===== src/rtl/exhaust_status_display.sv =====
`default_nettype none
// ============================================================================
// Module   : exhaust_status_display
// Purpose  : Display-side consumer of the exhaust controller status. Drives a
//            4-digit multiplexed seven-segment display and four mode LEDs.
//            The countdown is converted to BCD by a free-running sequential
//            double-dabble converter; countdowns of 10 s or less blink.
// Ports    : clk              - system clock
//            rst              - asynchronous active-high reset
//            mode[1:0]        - controller mode (idle/level1/level2/level3)
//            countdown[7:0]   - countdown in seconds, unsigned
//            countdown_active - countdown value is meaningful
//            busy             - fan running (shown as dp of leftmost digit)
//            an[3:0]          - one-hot digit enables, an[3] = leftmost
//            seg[7:0]         - segments {dp,g,f,e,d,c,b,a}, active-high
//            led[3:0]         - one-hot mode LEDs
// Revision : 1.0 - initial release
// ============================================================================
module exhaust_status_display #(
  parameter int SCAN_DIV  = 50000,
  parameter int BLINK_DIV = 25000000
) (
  input  logic       clk,
  input  logic       rst,
  input  logic [1:0] mode,
  input  logic [7:0] countdown,
  input  logic       countdown_active,
  input  logic       busy,
  output logic [3:0] an,
  output logic [7:0] seg,
  output logic [3:0] led
);

  localparam int c_SCAN_W  = (SCAN_DIV  > 1) ? $clog2(SCAN_DIV)  : 1;
  localparam int c_BLINK_W = (BLINK_DIV > 1) ? $clog2(BLINK_DIV) : 1;

  localparam logic [c_SCAN_W-1:0]  c_SCAN_LAST  = c_SCAN_W'(SCAN_DIV - 1);
  localparam logic [c_BLINK_W-1:0] c_BLINK_LAST = c_BLINK_W'(BLINK_DIV - 1);

  localparam logic [6:0] c_GLYPH_R     = 7'h50;
  localparam logic [6:0] c_GLYPH_BLANK = 7'h00;

  typedef enum logic [1:0] {
    ST_LOAD   = 2'd0,
    ST_SHIFT  = 2'd1,
    ST_COMMIT = 2'd2
  } state_t;

  // Digit value to segment pattern (without dp).
  function automatic logic [6:0] glyph(input logic [3:0] v);
    logic [6:0] g;
    case (v)
      4'd0:    g = 7'h3F;
      4'd1:    g = 7'h06;
      4'd2:    g = 7'h5B;
      4'd3:    g = 7'h4F;
      4'd4:    g = 7'h66;
      4'd5:    g = 7'h6D;
      4'd6:    g = 7'h7D;
      4'd7:    g = 7'h07;
      4'd8:    g = 7'h7F;
      4'd9:    g = 7'h6F;
      default: g = c_GLYPH_BLANK;
    endcase
    return g;
  endfunction

  // --------------------------------------------------------------------------
  // BCD converter
  // --------------------------------------------------------------------------
  state_t      r_state;
  logic [2:0]  r_shift_cnt;
  logic [7:0]  r_bin;       // shifting copy of the sample
  logic [7:0]  r_cap;       // untouched copy of the sample, for disp_val
  logic [11:0] r_bcd;       // scratch
  logic [3:0]  r_hund;
  logic [3:0]  r_tens;
  logic [3:0]  r_ones;
  logic [7:0]  r_disp_val;
  logic [11:0] w_adj;

  // Add-3 correction applied to each nibble before the shift.
  always_comb begin
    w_adj = r_bcd;
    if (r_bcd[3:0]  >= 4'd5) w_adj[3:0]  = r_bcd[3:0]  + 4'd3;
    if (r_bcd[7:4]  >= 4'd5) w_adj[7:4]  = r_bcd[7:4]  + 4'd3;
    if (r_bcd[11:8] >= 4'd5) w_adj[11:8] = r_bcd[11:8] + 4'd3;
  end

  always_ff @(posedge clk or posedge rst) begin
    if (rst) begin
      r_state     <= ST_LOAD;
      r_shift_cnt <= 3'd0;
      r_bin       <= 8'd0;
      r_cap       <= 8'd0;
      r_bcd       <= 12'd0;
      r_hund      <= 4'd0;
      r_tens      <= 4'd0;
      r_ones      <= 4'd0;
      r_disp_val  <= 8'd0;
    end else begin
      case (r_state)
        ST_LOAD: begin
          r_bin       <= countdown;
          r_cap       <= countdown;
          r_bcd       <= 12'd0;
          r_shift_cnt <= 3'd0;
          r_state     <= ST_SHIFT;
        end
        ST_SHIFT: begin
          {r_bcd, r_bin} <= {w_adj, r_bin} << 1;
          r_shift_cnt    <= r_shift_cnt + 3'd1;
          if (r_shift_cnt == 3'd7) r_state <= ST_COMMIT;
        end
        ST_COMMIT: begin
          // Digits and disp_val are taken together so they always agree.
          r_hund     <= r_bcd[11:8];
          r_tens     <= r_bcd[7:4];
          r_ones     <= r_bcd[3:0];
          r_disp_val <= r_cap;
          r_state    <= ST_LOAD;
        end
        default: r_state <= ST_LOAD;
      endcase
    end
  end

  // --------------------------------------------------------------------------
  // Scan and blink timebases (free-running)
  // --------------------------------------------------------------------------
  logic [c_SCAN_W-1:0]  r_scan_cnt;
  logic [c_BLINK_W-1:0] r_blink_cnt;
  logic [1:0]           r_digit;
  logic                 r_blink_on;

  always_ff @(posedge clk or posedge rst) begin
    if (rst) begin
      r_scan_cnt  <= '0;
      r_digit     <= 2'd0;
      r_blink_cnt <= '0;
      r_blink_on  <= 1'b1;
    end else begin
      if (r_scan_cnt == c_SCAN_LAST) begin
        r_scan_cnt <= '0;
        r_digit    <= r_digit + 2'd1;
      end else begin
        r_scan_cnt <= r_scan_cnt + c_SCAN_W'(1);
      end
      if (r_blink_cnt == c_BLINK_LAST) begin
        r_blink_cnt <= '0;
        r_blink_on  <= ~r_blink_on;
      end else begin
        r_blink_cnt <= r_blink_cnt + c_BLINK_W'(1);
      end
    end
  end

  // --------------------------------------------------------------------------
  // Glyph selection
  // --------------------------------------------------------------------------
  logic       w_blank_cd;
  logic [7:0] w_seg_next;
  logic [3:0] w_an_next;
  logic [3:0] w_led_next;

  assign w_blank_cd = countdown_active & (r_disp_val <= 8'd10) & ~r_blink_on;

  always_comb begin
    w_seg_next = 8'h00;
    w_an_next  = 4'b0001 << r_digit;
    w_led_next = 4'b0001 << mode;
    case (r_digit)
      2'd0: begin
        if (countdown_active && !w_blank_cd)
          w_seg_next = {1'b0, glyph(r_ones)};
      end
      2'd1: begin
        // Leading-zero suppression: tens hidden only if hundreds is also 0.
        if (countdown_active && !w_blank_cd &&
            !(r_hund == 4'd0 && r_tens == 4'd0))
          w_seg_next = {1'b0, glyph(r_tens)};
      end
      2'd2: begin
        if (countdown_active && !w_blank_cd && r_hund != 4'd0)
          w_seg_next = {1'b0, glyph(r_hund)};
      end
      default: begin
        // Idle with an active countdown means return-to-idle: show 'r'.
        if (mode == 2'b00 && countdown_active)
          w_seg_next = {busy, c_GLYPH_R};
        else
          w_seg_next = {busy, glyph({2'b00, mode})};
      end
    endcase
  end

  logic [3:0] r_an;
  logic [7:0] r_seg;
  logic [3:0] r_led;

  always_ff @(posedge clk or posedge rst) begin
    if (rst) begin
      r_an  <= 4'b0000;
      r_seg <= 8'h00;
      r_led <= 4'b0000;
    end else begin
      r_an  <= w_an_next;
      r_seg <= w_seg_next;
      r_led <= w_led_next;
    end
  end

  assign an  = r_an;
  assign seg = r_seg;
  assign led = r_led;

endmodule
`default_nettype wire


===== config.mk =====
export PLATFORM = sky130hd
export DESIGN_NAME = exhaust_status_display
export DESIGN_NICKNAME = d
export VERILOG_FILES = /design/src/rtl/exhaust_status_display.sv
export SDC_FILE = /design/constraint.sdc
export NUM_CORES = 1
export LEC_CHECK = 0
export BUFFER_PORTS_ARGS = -buffer_cell sky130_fd_sc_hd__buf_2
export CORE_MARGIN = 3
export CORE_UTILIZATION = 47
export DETAILED_ROUTE_END_ITERATION = 10
export SLEW_MARGIN = 20
export SYNTH_ARGS = -nofsm -noshare
export SYNTH_HDL_FRONTEND = slang
export SYNTH_SLANG_ARGS = --single-unit
export TNS_END_PERCENT = 30

===== constraint.sdc =====
create_clock -name clk -period 6.1 [get_ports clk]
set_input_delay 0.305 -clock clk [delete_from_list [all_inputs] [get_ports clk]]
set_output_delay 0.305 -clock clk [all_outputs]
set_load 0.01 [all_outputs]

==> flow_summary.html <==
<table>
<tr><th>Metric</th><th>Value</th></tr>
<tr><th colspan="2">Clock tree</th></tr>
<tr><td>Maximum clock path buffer count</td><td>2</td></tr>
<tr><td>Clock insertion delay at the later pin of the skew report</td><td>between 400 and 500 ps</td></tr>
<tr><td>Root cell of the clock tree</td><td>sky130_fd_sc_hd__clkbuf_16</td></tr>
<tr><td>Clock-pin slew reported for the worst setup and hold paths after clock tree synthesis</td><td>roughly 50 ps</td></tr>
<tr><td>CTS tree</td><td>yes</td></tr>
<tr><td>Number of buffers created by CTS</td><td>17</td></tr>
<tr><td>Number of post-CTS setup repair buffers</td><td>0</td></tr>
<tr><td>CTS-repair resized insts</td><td>0</td></tr>
<tr><td>Clock sinks</td><td>around 110</td></tr>
<tr><td>Clock H-tree levels</td><td>4</td></tr>
<tr><th colspan="2">Synthesis</th></tr>
<tr><td>Ranking of synthesized cells by instance count</td><td>sky130_fd_sc_hd__dfrtp_1, sky130_fd_sc_hd__nand2_1, sky130_fd_sc_hd__nor2_1</td></tr>
<tr><td>Part of the Yosys area used for sequential elements</td><td>0.514</td></tr>
<tr><td>Largest area contributor in the netlist</td><td>sky130_fd_sc_hd__dfrtp_1</td></tr>
<tr><td>Post-synth ARST share</td><td>1.00</td></tr>
<tr><td>Predominant post-synthesis flop cell</td><td>sky130_fd_sc_hd__dfrtp_1</td></tr>
<tr><td>Mapped Area</td><td>approximately 0.0055 sq mm</td></tr>
<tr><td>Instance count of the mapped netlist</td><td>530</td></tr>
<tr><td>Yosys warnings</td><td>0</td></tr>
<tr><td>Post-Syn Area per Cell</td><td>approximately 10 sq um</td></tr>
<tr><td>Number of synthesized flops with an enable pin</td><td>0</td></tr>
<tr><td>Synthesized netlist net count</td><td>between 500 and 600</td></tr>
<tr><td>Library cell with the highest instance count after synthesis</td><td>sky130_fd_sc_hd__dfrtp_1</td></tr>
<tr><td>Share of the synthesized area in the top cell type</td><td>0.509</td></tr>
<tr><td>Synth unique cells</td><td>43</td></tr>
<tr><td>Leading cell types by total area after synthesis</td><td>sky130_fd_sc_hd__dfrtp_1, sky130_fd_sc_hd__ha_1, sky130_fd_sc_hd__mux2_2</td></tr>
<tr><td>Number of register bits inferred by synthesis</td><td>roughly 110</td></tr>
<tr><th colspan="2">Global route</th></tr>
<tr><td>Antenna violations before repair</td><td>0</td></tr>
<tr><td>Overall overflow remaining after global route</td><td>0</td></tr>
<tr><td>Largest net degree at the start of global routing</td><td>70</td></tr>
<tr><td>Global routing usage summed across all routing layers</td><td>0.176</td></tr>
<tr><td>Via count of the first global-routing pass</td><td>around 3800</td></tr>
<tr><td>First-pass GRT wire length</td><td>roughly 18000 um</td></tr>
<tr><th colspan="2">Critical path</th></tr>
<tr><td>Worst reg2reg startpoint</td><td>r_scan_cnt[0]</td></tr>
<tr><td>Critical path required time</td><td>between 6000 and 7000 ps</td></tr>
<tr><td>Type of the worst setup path</td><td>flip-flop to flip-flop</td></tr>
<tr><td>CP Launch Point</td><td>r_scan_cnt[0]</td></tr>
<tr><td>Startpoint type of the worst setup path</td><td>flip-flop</td></tr>
<tr><td>Element type at the critical path end</td><td>flip-flop</td></tr>
<tr><td>Worst endpoint data arrival time</td><td>2470 ps</td></tr>
<tr><td>Largest fanout on the critical path</td><td>11</td></tr>
<tr><th colspan="2">STA</th></tr>
<tr><td>Transition time at the pin with the least slew margin</td><td>approximately 970 ps</td></tr>
<tr><td>Final setup fails</td><td>0</td></tr>
<tr><td>Final hold violations</td><td>0</td></tr>
<tr><td>Slew HR</td><td>0.348</td></tr>
<tr><td>Max-slew violation count</td><td>0</td></tr>
<tr><td>Sum of negative setup slack</td><td>0 ps</td></tr>
<tr><td>FMAX</td><td>between 400 and 500 MHz</td></tr>
<tr><td>RSZ-0062 raised after global routing</td><td>false</td></tr>
<tr><td>Clock Skew</td><td>5.28 ps</td></tr>
<tr><td>Period utilization</td><td>0.356</td></tr>
<tr><td>Fin crit period</td><td>about 2200 ps</td></tr>
<tr><th colspan="2">Drt</th></tr>
<tr><td>Overall routed net length</td><td>10100 um</td></tr>
<tr><td>Post-route antenna net violation count</td><td>0</td></tr>
<tr><td>Average routed wire per standard cell</td><td>around 14 um</td></tr>
<tr><td>Initial detailed-routing violation count</td><td>160</td></tr>
<tr><td>Via-per-instance ratio</td><td>between 5 and 6</td></tr>
<tr><td>Routed via count</td><td>roughly 3700</td></tr>
<tr><td>Number of optimization iterations in the first detailed-route pass</td><td>4</td></tr>
<tr><td>Final routed DRC violation total</td><td>0</td></tr>
<tr><th colspan="2">Power</th></tr>
<tr><td>Sequential power share</td><td>0.407</td></tr>
<tr><td>Net switching power of the design</td><td>between 500 and 600 uW</td></tr>
<tr><td>Pwr dens</td><td>between 300 and 400 mW/mm^2</td></tr>
<tr><td>Net Sw Frac</td><td>0.263</td></tr>
<tr><td>Internal Pwr Total</td><td>around 1600 uW</td></tr>
<tr><td>Share of power burned in combinational logic</td><td>0.146</td></tr>
<tr><td>Leakage power</td><td>0.00290 uW</td></tr>
<tr><td>Worst vdd rail ir drop</td><td>roughly 0.00024 V</td></tr>
<tr><td>Power Total</td><td>~2200 uW</td></tr>
<tr><td>Clock network fraction of total power</td><td>0.447</td></tr>
<tr><th colspan="2">Hold path</th></tr>
<tr><td>Startpoint of the tightest hold check path</td><td>busy</td></tr>
<tr><td>Kind of path behind the tightest hold check</td><td>primary input to flip-flop</td></tr>
<tr><th colspan="2">Cells and area</th></tr>
<tr><td>Finished Core Util</td><td>0.572</td></tr>
<tr><td>Count of filler cells inserted in the layout</td><td>just under 1000</td></tr>
<tr><td>Area of combinational cells with multiple inputs</td><td>0.00251 sq mm</td></tr>
<tr><td>Number of nets in the layout</td><td>between 600 and 700</td></tr>
<tr><td>Antenna diode count</td><td>0</td></tr>
<tr><td>Register area</td><td>roughly 0.0028 sq mm</td></tr>
<tr><td>Share of layout cells above drive strength 1</td><td>0.155</td></tr>
<tr><td>Post-layout instance count excluding filler cells</td><td>715</td></tr>
<tr><td>Synthesis-to-layout area growth</td><td>15.6%</td></tr>
<tr><th colspan="2">Die</th></tr>
<tr><td>Top Ports</td><td>30</td></tr>
<tr><td>Number of core rows</td><td>38</td></tr>
<tr><td>Die Height</td><td>around 110 um</td></tr>
<tr><td>Die width</td><td>roughly 110 um</td></tr>
<tr><td>Placeable core region</td><td>around 0.011 sq mm</td></tr>
<tr><td>Die area</td><td>0.0131 sq mm</td></tr>
<tr><td>Effective utilization at floorplan</td><td>0.495</td></tr>
<tr><th colspan="2">Place</th></tr>
<tr><td>Post-DP HPWL</td><td>7020 um</td></tr>
<tr><td>Global placement routability congestion</td><td>between 0.8 and 0.9</td></tr>
<tr><td>Post-placement cell count</td><td>a little under 700</td></tr>
<tr><td>Port Buf Inserts</td><td>29</td></tr>
<tr><th colspan="2">Outcome</th></tr>
<tr><td>Status</td><td>finished clean</td></tr>
<tr><th colspan="2">Run</th></tr>
<tr><td>Total of max-cap violations</td><td>0</td></tr>
</table>
-- power by group through the flow --
| stage | clock network [uW] | registers [uW] | logic [uW] |
|---|---|---|---|
| floorplan | 0 | 882 | 248 |
| global placement | 0 | 900 | 316 |
| detailed placement | 0 | 905 | 323 |
| CTS | 990 | 892 | 326 |
| global route | 1030 | 907 | 374 |
| finish | 978 | 892 | 319 |
-- critical path, cell delays in order (launching register included) --
cell and delay, ps:
sky130_fd_sc_hd__dfrtp_1 380, sky130_fd_sc_hd__ha_1 200, sky130_fd_sc_hd__nand3_1 160, sky130_fd_sc_hd__nor4_1 200, sky130_fd_sc_hd__nand2_1 80, sky130_fd_sc_hd__nor2_1 620, sky130_fd_sc_hd__mux2_2 410
-- layer usage --
layer  global-route usage  wire length (um)  vias to the layer above
met5                    0                 0                        -
met2                0.267              4650                       37
met1                0.229              4950                     1794
li1                     -                 -                     1886
met4               0.0871               218                        0
met3               0.0566               303                       17
-- kinds of logic (layout without fill, tap and decap cells) --
family / count (synthesis) / in the layout / share of synthesized area
adder cells (fa/ha/maj): 26 / 26 / 0.0591
AND/OR/NAND/NOR: 186 / 186 / 0.166
buffers and inverters: 41 / 86 / 0.0298
flip-flops: 113 / 113 / 0.514
multiplexers: 39 / 39 / 0.0766
AO/OA/AOI/OAI: 85 / 85 / 0.0911
XOR/XNOR: 40 / 40 / 0.0636
-- cell type report --
cell class / instances / area share
flip-flops and latches: 113 / 0.445
repair buffers: 32 / 0.0267
clock inverters: 5 / 0.0122
inverters: 22 / 0.0134
multi-input cells: 376 / 0.395
clock buffers: 27 / 0.0806
well taps: 140 / 0.0275
-- path summary, 6_finish.rpt --
path,to,slack (ps),cells after the start
max in group asynchronous,r_bcd[5],4360,4
min reg2reg,r_blink_cnt[22],480,1
min in group asynchronous,r_blink_cnt[2],490,3
min,seg[7],100,2
max reg2reg,r_digit[1],3930,6
max,r_digit[1],3930,6
-- layout by cell type, fill, tap and decap left out, types with 2 or more instances in the layout --
cell type and count:
sky130_fd_sc_hd__ha_1 26, sky130_fd_sc_hd__nand4_1 10, sky130_fd_sc_hd__nand3b_1 2, sky130_fd_sc_hd__clkbuf_16 17, sky130_fd_sc_hd__o21ai_0 42, sky130_fd_sc_hd__nor3_1 5
sky130_fd_sc_hd__nor2b_1 8, sky130_fd_sc_hd__and4_1 5, sky130_fd_sc_hd__clkbuf_1 5, sky130_fd_sc_hd__clkbuf_8 5, sky130_fd_sc_hd__xor2_1 21, sky130_fd_sc_hd__a22o_1 7
sky130_fd_sc_hd__nor4_1 2, sky130_fd_sc_hd__nand2_1 59, sky130_fd_sc_hd__buf_2 29, sky130_fd_sc_hd__clkinv_2 2, sky130_fd_sc_hd__buf_4 2, sky130_fd_sc_hd__and3_1 5
sky130_fd_sc_hd__bufinv_16 2, sky130_fd_sc_hd__nor2_1 50, sky130_fd_sc_hd__xnor2_1 19, sky130_fd_sc_hd__nand3_1 18, sky130_fd_sc_hd__nor3b_1 5, sky130_fd_sc_hd__o31ai_1 2
sky130_fd_sc_hd__mux2_2 25, sky130_fd_sc_hd__a22oi_1 2, sky130_fd_sc_hd__a31oi_1 6, sky130_fd_sc_hd__mux2i_1 14, sky130_fd_sc_hd__and2_1 3, sky130_fd_sc_hd__nand2b_1 8
sky130_fd_sc_hd__a21oi_1 19, sky130_fd_sc_hd__inv_1 21, sky130_fd_sc_hd__dfrtp_1 112
-- metrics by stage --
step	hold WS, ps	cell area (sq um)	worst slack [ps]
3_3_place_gp	391	5760	3970
3_5_place_dp	398	5760	3890
4_1_cts	98.3	6360	3900
6_report	105	6360	3930
2_1_floorplan	371	5510	2810
5_1_grt	101	6360	3720
-- registers in the layout, summed over array words and instances, names as in the netlist --
signal,flops
r_shift_cnt,3
an,4
r_blink_cnt,25
r_ones,4
r_state,2
r_scan_cnt,16
r_hund,4
r_digit,2
r_tens,4
r_blink_on,1
r_bcd,12
r_bin,8
r_cap,8
seg,8
led,4
r_disp_val,8
-- repair_timing --
item                                   4_1_cts  5_1_grt
hold buffers                                 1        0
endpoints found under the hold margin       44        0
setup endpoints to repair                    0        0
(Power assumes the default switching activity.)
